--- config.mk ---
export PLATFORM = sky130hd
export DESIGN_NAME = collision_counter
export DESIGN_NICKNAME = d
export VERILOG_FILES = /design/src/rtl/collision_counter_pkg.sv /design/src/rtl/collision_counter_frame_cooldown_timer.sv /design/src/rtl/collision_counter.sv
export SDC_FILE = /design/constraint.sdc
export NUM_CORES = 1
export LEC_CHECK = 0
export ABC_AREA = 1
export BUFFER_PORTS_ARGS = -buffer_cell sky130_fd_sc_hd__buf_2
export CORE_MARGIN = 2
export CORE_UTILIZATION = 49
export CTS_BUF_LIST = sky130_fd_sc_hd__clkbuf_16
export CTS_CLUSTER_SIZE = 16
export DETAILED_ROUTE_END_ITERATION = 7
export PLACE_DENSITY = 0.7
export SLEW_MARGIN = 40
export SYNTH_ARGS = -nofsm -noshare
export SYNTH_HDL_FRONTEND = slang
export SYNTH_HIERARCHICAL = 1
export SYNTH_SLANG_ARGS = --single-unit
--- constraint.sdc ---
create_clock -name Clock -period 1.6 [get_ports Clock]
set_input_delay 0.32 -clock Clock [delete_from_list [all_inputs] [get_ports Clock]]
set_output_delay 0.32 -clock Clock [all_outputs]
set_load 0.01 [all_outputs]
--- src/rtl/collision_counter_pkg.sv ---
// Shared definitions for the collision score path: default sizing that the
// score display also relies on, FSM state encoding, and the cooldown timer
// width helper.
package collision_counter_pkg;

    // Score width shared with the two-digit score display.
    localparam int unsigned CC_COUNT_W         = 6;
    localparam int unsigned CC_MAX_COUNT       = 63;
    localparam int unsigned CC_GAME_OVER_COUNT = 10;
    localparam int unsigned CC_COOLDOWN_FRAMES = 30;

    // Game flow states, 2-bit encoded.
    typedef enum logic [1:0] {
        ST_IDLE      = 2'd0,
        ST_ARMED     = 2'd1,
        ST_COOLDOWN  = 2'd2,
        ST_GAME_OVER = 2'd3
    } state_t;

    // Bits needed to hold 0..frames; a zero-length cooldown still gets one bit.
    function automatic int unsigned timer_width(input int unsigned frames);
        return (frames == 0) ? 1 : $clog2(frames + 1);
    endfunction

endpackage

--- src/rtl/collision_counter_frame_cooldown_timer.sv ---
// Invulnerability cooldown timer, counted in video frames. Loaded with the full
// cooldown length on a counted hit, decremented by each FrameTick while the
// game is cooling down, and reports the tick that ends the cooldown.
module collision_counter_frame_cooldown_timer
    import collision_counter_pkg::*;
#(
    parameter int unsigned FRAMES = CC_COOLDOWN_FRAMES
) (
    input  logic Clock,
    input  logic Reset,
    input  logic clear,
    input  logic load,
    input  logic run,
    input  logic tick,
    output logic done
);

    localparam int unsigned   TW       = timer_width(FRAMES);
    localparam logic [TW-1:0] LOAD_VAL = TW'(FRAMES);

    logic [TW-1:0] remaining;

    // Frames left in the current cooldown; never decrements below zero.
    // NOTE: sequential state uses non-blocking assignments so every register
    // samples the pre-edge values regardless of block ordering.
    always_ff @(posedge Clock) begin
        if (Reset || clear) begin
            remaining <= '0;
        end else if (load) begin
            remaining <= LOAD_VAL;
        end else if (run && tick && (remaining != '0)) begin
            remaining <= remaining - TW'(1);
        end
    end

    // The FrameTick that consumes the last remaining frame ends the cooldown.
    assign done = run && tick && (remaining == TW'(1));

endmodule

--- src/rtl/collision_counter.sv ---
// Collision scoring: turns the raw car/obstacle overlap level into counted hits
// with rising-edge detection, a per-hit cooldown measured in frames, a
// saturating score and a game-over flag. Feeds the two-digit score display.
module collision_counter
    import collision_counter_pkg::*;
#(
    parameter int unsigned COUNT_W         = CC_COUNT_W,
    parameter int unsigned MAX_COUNT       = CC_MAX_COUNT,
    parameter int unsigned GAME_OVER_COUNT = CC_GAME_OVER_COUNT,
    parameter int unsigned COOLDOWN_FRAMES = CC_COOLDOWN_FRAMES
) (
    input  logic               Clock,
    input  logic               Reset,
    input  logic               StartGame,
    input  logic               FrameTick,
    input  logic               CollisionIn,
    output logic [COUNT_W-1:0] Collision,
    output logic               DisplayEnable,
    output logic               HitPulse,
    output logic               GameOver
);

    localparam logic [COUNT_W-1:0] MAX_VAL = COUNT_W'(MAX_COUNT);

    state_t             state;
    state_t             state_nxt;
    logic               collision_prev;
    logic               hit;
    logic [COUNT_W-1:0] count_inc;
    logic [COUNT_W-1:0] count_nxt;
    logic               hit_pulse_nxt;
    logic               timer_load;
    logic               timer_done;
    logic               in_cooldown;

    // Only a fresh overlap counts; a held level never produces a second hit.
    assign hit         = CollisionIn & ~collision_prev;
    assign in_cooldown = (state == ST_COOLDOWN);

    // Saturating increment: at the ceiling the score simply holds.
    assign count_inc = (Collision >= MAX_VAL) ? MAX_VAL : Collision + COUNT_W'(1);

    collision_counter_frame_cooldown_timer #(
        .FRAMES (COOLDOWN_FRAMES)
    ) u_cooldown (
        .Clock (Clock),
        .Reset (Reset),
        .clear (StartGame),
        .load  (timer_load),
        .run   (in_cooldown),
        .tick  (FrameTick),
        .done  (timer_done)
    );

    // Next state, next score and hit pulse; StartGame overrides everything.
    // NOTE: every output of this block gets a default first so no path can
    // leave one unassigned and infer a latch.
    always_comb begin
        state_nxt     = state;
        count_nxt     = Collision;
        hit_pulse_nxt = 1'b0;
        timer_load    = 1'b0;

        if (StartGame) begin
            state_nxt = ST_ARMED;
            count_nxt = '0;
        end else begin
            case (state)
                ST_IDLE: begin
                    // Waiting for the first game; overlaps are ignored.
                end
                ST_ARMED: begin
                    if (hit) begin
                        count_nxt     = count_inc;
                        hit_pulse_nxt = 1'b1;
                        // Zero-extended compare so an unreachable game-over
                        // count (above the ceiling) never matches.
                        if (32'(count_inc) == GAME_OVER_COUNT) begin
                            state_nxt = ST_GAME_OVER;
                        end else if (COOLDOWN_FRAMES != 0) begin
                            state_nxt  = ST_COOLDOWN;
                            timer_load = 1'b1;
                        end
                    end
                end
                ST_COOLDOWN: begin
                    if (timer_done) begin
                        state_nxt = ST_ARMED;
                    end
                end
                ST_GAME_OVER: begin
                    // Score frozen until the next StartGame.
                end
                default: begin
                    state_nxt = ST_IDLE;
                end
            endcase
        end
    end

    // State, score and all outputs registered; Reset wins over every input.
    always_ff @(posedge Clock) begin
        if (Reset) begin
            state          <= ST_IDLE;
            collision_prev <= 1'b0;
            Collision      <= '0;
            DisplayEnable  <= 1'b0;
            HitPulse       <= 1'b0;
            GameOver       <= 1'b0;
        end else begin
            state          <= state_nxt;
            collision_prev <= CollisionIn;
            Collision      <= count_nxt;
            DisplayEnable  <= (state_nxt != ST_IDLE);
            HitPulse       <= hit_pulse_nxt;
            GameOver       <= (state_nxt == ST_GAME_OVER);
        end
    end

endmodule

==> metrics.log, run 1 <==
[metrics] TritonCTS clock tree: yes
[metrics] effective utilization at floorplan: 0.512
[metrics] Internal Dissipation: 0.000817 W
[metrics] post-synthesis register bit count: 17
[metrics] worst path arrival time: 1.84 ns
[metrics] Post-Place Setup Slack: -0.0976 ns
[metrics] Cell Area, Synth: 983 um^2
[metrics] nets: 189
[metrics] Netlist cell types: 24
[metrics] fraction of final layout cells sized beyond drive strength 1: 0.364
[metrics] post-layout instance count excluding filler cells: 203
[metrics] WL per Instance: 12.4 um
[metrics] combinational family with the most area after synthesis: simple AND/OR/NAND/NOR gates
[metrics] Crit Path Category: reg2reg
[metrics] yosys warns: 6
[metrics] type of element launching the critical path: flop
[metrics] part of the Yosys area used for sequential elements: 0.346
[metrics] Max-slew headroom: 0.795
[metrics] gpl congestion: 0.904
[metrics] xor-xnor portion of the synthesized cell area: 0.00891
[metrics] largest buffer count on any clock path: 2
[metrics] RSZ-0062 raised after global routing: yes
[metrics] Worst-Skew Late Latency: 0.25 ns
[metrics] Die H: 48.8 um
[metrics] Worst R2R Start: Collision[0]$_SDFFE_PP0P_
[metrics] H-tree lvl count: 1
[metrics] number of buffers added on ports: 13
[metrics] highest-delay cell along the critical path: dfxtp_4
[metrics] cell repeated most along the worst path: nand2_1
[metrics] compound-gate portion of the synthesized area: 0.112
[metrics] timing-limited maximum frequency: 0.587 GHz
[metrics] maximum capacitance violations: 0
[metrics] setup skew after layout: 0.00107 ns
[metrics] part of the total power dissipated in sequential elements: 0.423
[metrics] first-pass GRT wire length: 4310 um
[metrics] drt drc: 0
[metrics] ANT nets after route: 0
[metrics] number of vias after detailed routing: 1038
[metrics] detail-routed via count per cell: 5.11
[metrics] Static Leakage: 0.696 nW
[metrics] Final Hold Viols: 0
[metrics] HP Class: in2reg
[metrics] Period Utilization, post-route: 1.06
[metrics] half-perimeter wire length after placement: 1700 um
[metrics] average cell area after synthesis: 6.83 um^2
[metrics] CP Cell Sequence: ha_4 -> nand3_4 -> nor2_2 -> nor2_2 -> nand2_1 -> nor2_1 -> nand2_1 -> nand2_2 -> buf_4 -> nand2_1 -> nand2_1 -> nand2_1 -> nand2_1 -> nand2_1 -> inv_1
[metrics] Slew Viols, Final: 0
[metrics] root buffer selected by CTS: clkbuf_16
[metrics] CP max FO: 3
[metrics] peak ir drop on the vdd network: 0.795 mV
[metrics] instance count along the most critical hold path: 3
[metrics] sort of element at the end of the critical path: flop
[metrics] number of top-level design ports: 14
[metrics] row cnt: 16
[metrics] placed instance area: 1160 um^2
[metrics] instance count after placement with tap cells included: 193
[metrics] clock power share: 0.464
[metrics] proportion of register bits with asynchronous set or reset after synthesis: 0
[metrics] TritonCTS buffer count: 3
[metrics] total clock sinks: 17
[metrics] logic gate share of total power: 0.113
[metrics] area fraction in and, or, nand and nor cells after synthesis: 0.333
[metrics] syn nets: 156
[metrics] violated checks: negative setup slack
[metrics] Final setup viols: 7
[metrics] relative area change from synthesis to final layout: 41.7%
[metrics] cell types with the largest area share after synthesis: dfxtp_1 (35%), nand2_1 (12%), inv_1 (10%), ha_1 (8.9%), nor2_1 (5.3%)
[metrics] Crit path largest cell delay: 0.36 ns
[metrics] final non-filler cell area: 1390 um^2
[metrics] sum of negative setup slack: -0.397 ns
[metrics] vias in the first global route: 1029
[metrics] EDFF count, synth: 0
[metrics] result of the run: finished with violations
[metrics] critical path launch point: Collision[0]$_SDFFE_PP0P_
[metrics] final antenna diode count: 0
[metrics] switching fraction of total power: 0.226
[metrics] area of the core region: 1920 um^2
[metrics] cts hold-fix bufs: 0
[metrics] adder-cell share of the synthesized area: 0.0891
[metrics] cell taking the most area after synthesis: dfxtp_1
[metrics] combined global-route utilization of all metal layers: 0.231
[metrics] Critical Path RT: 1.74 ns
[metrics] actual slew at the worst max-slew pin: 0.306 ns
[metrics] Detailed Routing Iterations Pass 1: 4
[metrics] drt total wl: 2520 um
[metrics] hold path start: CollisionIn
[metrics] iteration-0 DRC count of the detailed router: 23
[metrics] crit path setup slack, layout: -0.103 ns
[metrics] depth of the most critical reg-to-reg path: 15
[metrics] crit path time final: 1.70 ns
[metrics] total overflow reported by the global router: 0
[metrics] pin count of the biggest net entering global routing: 10
[metrics] Net Switching: 0.000239 W
[metrics] die outline width: 48.8 um
[metrics] clock slew seen by the registers of the worst setup and hold paths: 0.05 ns
[metrics] gate count of the mapped netlist: 144
[metrics] area share of the leading cell type in the synthesized netlist: 0.346
[metrics] most used flip-flop cell after synthesis: dfxtp_1
[metrics] Final Power: 0.00106 W
[metrics] proportion of synthesized area in mux cells: 0
[metrics] initial antenna violation count: 0
[metrics] Total Die Area: 2380 um^2
[metrics] total power per unit cell area: 757 nW/um^2
## metrics by stage
step	hold WS [ns]	util
floorplan	0.392	-
global placement	0.449	0.606
detailed placement	0.458	0.606
CTS	0.300	0.699
global route	0.314	0.725
finish	0.302	0.725
## power groups by stage
stage / combinational [W] / sequential [W] / clock [W]
2_1_floorplan: 0.0000563 / 0.000455 / 0
3_3_place_gp: 0.0000962 / 0.000451 / 0
3_5_place_dp: 0.0000994 / 0.000451 / 0
4_1_cts: 0.000110 / 0.000445 / 0.000494
5_1_grt: 0.000132 / 0.000447 / 0.000521
6_report: 0.000120 / 0.000446 / 0.000490
## kinds of logic (layout without fill, tap and decap cells)
group	count (synthesis)	count (layout)
buffers and inverters	29	61
AO/OA/AOI/OAI	19	19
flip-flops	17	17
adder cells (fa/ha/maj)	7	7
AND/OR/NAND/NOR	71	71
XOR/XNOR	1	1
## layout by cell type (no fill, tap or decap), drive strengths merged
cell type and n:
nand2 33, inv 30, nor3 4, a221oi 1, a31oi 1, a21oi 9
and3 1, ha 7, buf 28, nand3b 2, dfxtp 17, nor2 18
clkbuf 3, nand4 3, o211ai 3, xnor2 1, or2 1, o21ai 4
nand3 9, a211oi 1
## cells in the mapped netlist (2+ instances only)
master,count
a21oi_1,9
dfxtp_1,17
ha_1,7
inv_1,27
nand2_1,31
nand3_1,9
nand3b_1,2
nand4_1,3
nor2_1,14
nor2_2,4
nor3_1,3
o211ai_1,3
o21ai_0,4
## metal layers
| layer | routed length [um] | vias up | track usage |
|---|---|---|---|
| met2 | 1350 | 32 | 0.457 |
| met4 | 61 | 0 | 0.0952 |
| li1 | - | 524 | - |
| met1 | 997 | 474 | 0.237 |
| met5 | 0 | - | 0 |
| met3 | 108 | 8 | 0.0368 |
## worst max-delay path: cells and delay by family, from the launching register on
| kind | cells | cell delay, ns |
|---|---|---|
| buffers and inverters | 2 | 0.19 |
| adders and majority gates | 1 | 0.16 |
| DFF | 1 | 0.36 |
| and+or+nand+nor | 12 | 0.89 |
## what timing repair did
| item | CTS | global route |
|---|---|---|
| gates cloned | 0 | 0 |
| gates resized for setup | 14 | 14 |
| endpoints found under the setup margin | 6 | 12 |
| pin swaps | 10 | 8 |
| setup buffers | 6 | 2 |
## sequential cells by signal, summed over array words and instances, names as in the netlist
register,count
state,2
u_cooldown/remaining,5
DisplayEnable,1
collision_prev,1
GameOver,1
HitPulse,1
Collision,6
## layout make-up
type | count | area (um^2)
Tap cell | 27 | 33.8
Timing Repair Buffer | 28 | 185
Sequential cell | 17 | 347
Clock inverter | 1 | 3.75
Inverter | 29 | 111
Clock buffer | 3 | 75.1
Fill cell | 161 | 528
Multi-Input combinational cell | 98 | 638
## worst paths after layout
| path | endpoint | slack (ns) |
|---|---|---|
| min reg2reg | u_cooldown/remaining[0]$_SDFFE_PP0P_ | 0.49 |
| max | state[0]$_SDFF_PP0_ | -0.10 |
| max reg2reg | state[0]$_SDFF_PP0_ | -0.10 |
| min | collision_prev$_SDFF_PP0_ | 0.30 |
(Power assumes the default switching activity.)
==> inputs of run 2 (changes only) <==
--- a/config.mk
+++ b/config.mk
@@ -13,6 +13,7 @@
 export CTS_CLUSTER_SIZE = 16
 export DETAILED_ROUTE_END_ITERATION = 7
 export PLACE_DENSITY = 0.7
+export SETUP_SLACK_MARGIN = 0.2
 export SLEW_MARGIN = 40
 export SYNTH_ARGS = -nofsm -noshare
 export SYNTH_HDL_FRONTEND = slang
==> run 2 against run 1 <==
Compared with the run above: the flow still finishes with violations (negative setup slack); sequential share of layout area grew 0.95 points; critical endpoint is now u_cooldown/remaining[2]$_SDFFE_PP0P_; global-route usage fell by 3.3 points; highest routed layer unchanged; non-clock buffer count shrank 4.
==> metrics.log, run 2 (same netlist as run 1, synthesis figures left out) <==
[metrics] H-tree lvl count: 1 (unchanged)
[metrics] sort of element at the end of the critical path: flop (unchanged)
[metrics] register with the highest flop count: Collision (unchanged)
[metrics] Max-slew headroom: 0.808 (was 0.795)
[metrics] result of the run: finished with violations (unchanged)
[metrics] Final Hold Viols: 0 (unchanged)
[metrics] vias in the first global route: 947 (was 1029)
[metrics] RSZ-0062 raised after global routing: yes (unchanged)
[metrics] crit path time final: 1.69 ns (was 1.70 ns)
[metrics] sum of negative setup slack: -0.208 ns (was -0.397 ns)
[metrics] fraction of final layout cells sized beyond drive strength 1: 0.372 (was 0.364)
[metrics] total overflow reported by the global router: 0 (unchanged)
[metrics] initial antenna violation count: 0 (unchanged)
[metrics] setup skew after layout: 0.00270 ns (was 0.00107 ns)
[metrics] WL per Instance: 12.3 um (was 12.4 um)
[metrics] CP Cell Sequence: ha_4 -> nand2_2 -> clkinv_2 -> nor2_2 -> nor2_2 -> nand2_1 -> nor2_1 -> nand2_1 -> nand2_2 -> nor3_4 -> inv_2 -> nand2_1 -> nor2_1 -> nor2_1 -> nor2_1 (was ha_4 -> nand3_4 -> nor2_2 -> nor2_2 -> nand2_1 -> nor2_1 -> nand2_1 -> nand2_2 -> buf_4 -> nand2_1 -> nand2_1 -> nand2_1 -> nand2_1 -> nand2_1 -> inv_1)
[metrics] Crit path largest cell delay: 0.35 ns (was 0.36 ns)
[metrics] worst reg-to-reg setup slack: -0.09 ns (was -0.10 ns)
[metrics] timing-limited maximum frequency: 0.591 GHz (was 0.587 GHz)
[metrics] nets: 185 (was 189)
[metrics] most common cell after layout, fill and taps aside: nand2_1 (was inv_1)
[metrics] effective utilization at floorplan: 0.512 (unchanged)
[metrics] drt drc: 0 (unchanged)
[metrics] TritonCTS clock tree: yes (unchanged)
[metrics] relative area change from synthesis to final layout: 41.0% (was 41.7%)
[metrics] first-pass GRT wire length: 3720 um (was 4310 um)
[metrics] most frequent cells in the layout: nand2_1 (27), inv_1 (24), buf_2 (13) (was inv_1 (27), nand2_1 (26), dfxtp_1 (14))
[metrics] number of vias after detailed routing: 1032 (was 1038)
[metrics] root buffer selected by CTS: clkbuf_16 (unchanged)
[metrics] Post-Place Setup Slack: -0.0679 ns (was -0.0976 ns)
[metrics] half-perimeter wire length after placement: 1550 um (was 1700 um)
[metrics] number of buffers added on ports: 13 (unchanged)
[metrics] final cell utilization of the core: 0.721 (was 0.725)
[metrics] clock slew seen by the registers of the worst setup and hold paths: 0.05 ns (about the same)
[metrics] pin count of the biggest net entering global routing: 11 (was 10)
[metrics] area of the core region: 1920 um^2 (unchanged)
[metrics] die outline width: 48.8 um (unchanged)
[metrics] peak ir drop on the vdd network: 0.602 mV (was 0.795 mV)
[metrics] total clock sinks: 17 (unchanged)
[metrics] violated checks: negative setup slack (unchanged)
[metrics] type of element launching the critical path: flop (unchanged)
[metrics] Critical Path RT: 1.74 ns (about the same)
[metrics] Worst-Skew Late Latency: 0.25 ns (about the same)
[metrics] Detailed Routing Iterations Pass 1: 4 (unchanged)
[metrics] Crit Path Category: reg2reg (unchanged)
[metrics] drt total wl: 2450 um (was 2520 um)
[metrics] Static Leakage: 0.671 nW (was 0.696 nW)
[metrics] maximum capacitance violations: 0 (unchanged)
[metrics] largest buffer count on any clock path: 2 (unchanged)
[metrics] Die H: 48.8 um (unchanged)
[metrics] number of top-level design ports: 14 (unchanged)
[metrics] actual slew at the worst max-slew pin: 0.288 ns (was 0.306 ns)
[metrics] detail-routed via count per cell: 5.19 (was 5.11)
[metrics] cts hold-fix bufs: 0 (unchanged)
[metrics] post-layout instance count excluding filler cells: 199 (was 203)
[metrics] Total Die Area: 2380 um^2 (unchanged)
[metrics] Period Utilization, post-route: 1.06 (about the same)
[metrics] highest-delay cell along the critical path: dfxtp_4 (unchanged)
[metrics] final antenna diode count: 0 (unchanged)
[metrics] Slew Viols, Final: 0 (unchanged)
[metrics] TritonCTS buffer count: 3 (unchanged)
[metrics] ANT nets after route: 0 (unchanged)
[metrics] worst path arrival time: 1.83 ns (was 1.84 ns)
[metrics] max reg flops: 6 (unchanged)
[metrics] HP Class: in2reg (unchanged)
[metrics] largest registers ranked by flip-flop count: Collision: 6 flops, u_cooldown/remaining: 5 flops, state: 2 flops (unchanged)
[metrics] cell repeated most along the worst path: nor2_1 (was nand2_1)
[metrics] iteration-0 DRC count of the detailed router: 27 (was 23)
[metrics] total power per unit cell area: 759 nW/um^2 (was 757 nW/um^2)
[metrics] CP max FO: 6 (was 3)
[metrics] crit path setup slack, layout: -0.0921 ns (was -0.103 ns)
[metrics] Final setup viols: 6 (was 7)
[metrics] combined global-route utilization of all metal layers: 0.198 (was 0.231)
[metrics] row cnt: 16 (unchanged)
[metrics] gpl congestion: 0.802 (was 0.904)
[metrics] instance count after placement with tap cells included: 189 (was 193)
==> run 2: cell types whose count changed in the layout (fill, tap and decap cells not counted), sizes merged <==
cell / change
buf: -4
clkinv: +2
inv: -2
==> run 2: worst paths after layout <==
kind                                             start  depth (start not counted)                                    to
setup / recovery             Collision[1]$_SDFFE_PP0P_                         15  u_cooldown/remaining[2]$_SDFFE_PP0P_
hold / removal                             CollisionIn                          3             collision_prev$_SDFF_PP0_
setup reg to reg             Collision[1]$_SDFFE_PP0P_                         15  u_cooldown/remaining[2]$_SDFFE_PP0P_
hold reg to reg   u_cooldown/remaining[0]$_SDFFE_PP0P_                          1  u_cooldown/remaining[0]$_SDFFE_PP0P_
==> run 2: area by class of cell <==
type	instances	area, um^2
clock inverters	1	5.00
clock buffers	3	75.1
repair buffers	24	159
flip-flops and latches	17	358
well taps	27	33.8
fillers	164	536
multi-input cells	98	643
inverters	29	113
==> run 2: stage by stage <==
step / power, W / hold slack (ns) / area [um^2]
floorplan: 0.000514 / 0.392 / 1040
global placement: 0.000545 / 0.448 / 1180
detailed placement: 0.000547 / 0.479 / 1180
CTS: 0.00105 / 0.292 / 1320
global route: 0.00108 / 0.301 / 1390
finish: 0.00105 / 0.289 / 1390
==> run 2: metal layers <==
metal,vias to the layer above,global-route usage,wire length (um)
li1,516,-,-
met5,-,0,0
met4,0,0.0667,11
met1,489,0.224,1110
met2,25,0.370,1260
met3,2,0.0368,77
==> run 2: power breakdown <==
part | switching, W | total, W | leakage (nW) | internal, W
Combinational | 0.0000677 | 0.000111 | 0.488 | 0.0000432
Sequential | 0.0000129 | 0.000445 | 0.142 | 0.000432
Clock | 0.000162 | 0.000496 | 0.0409 | 0.000334
Total | 0.000242 | 0.00105 | 0.671 | 0.000809
==> run 2: what timing repair did <==
action,4_1_cts,5_1_grt
gates resized for setup,6,17
endpoints found under the setup margin,8,15
setup buffers,5,1
pin swaps,2,9
==> run 2: worst max-delay path, delay by kind of cell, from the launching register on <==
family / cells / cell delay (ns)
buffers and inverters: 2 / 0.15
AND/OR/NAND/NOR: 12 / 0.91
adder cells (fa/ha/maj): 1 / 0.18
flip-flops: 1 / 0.35
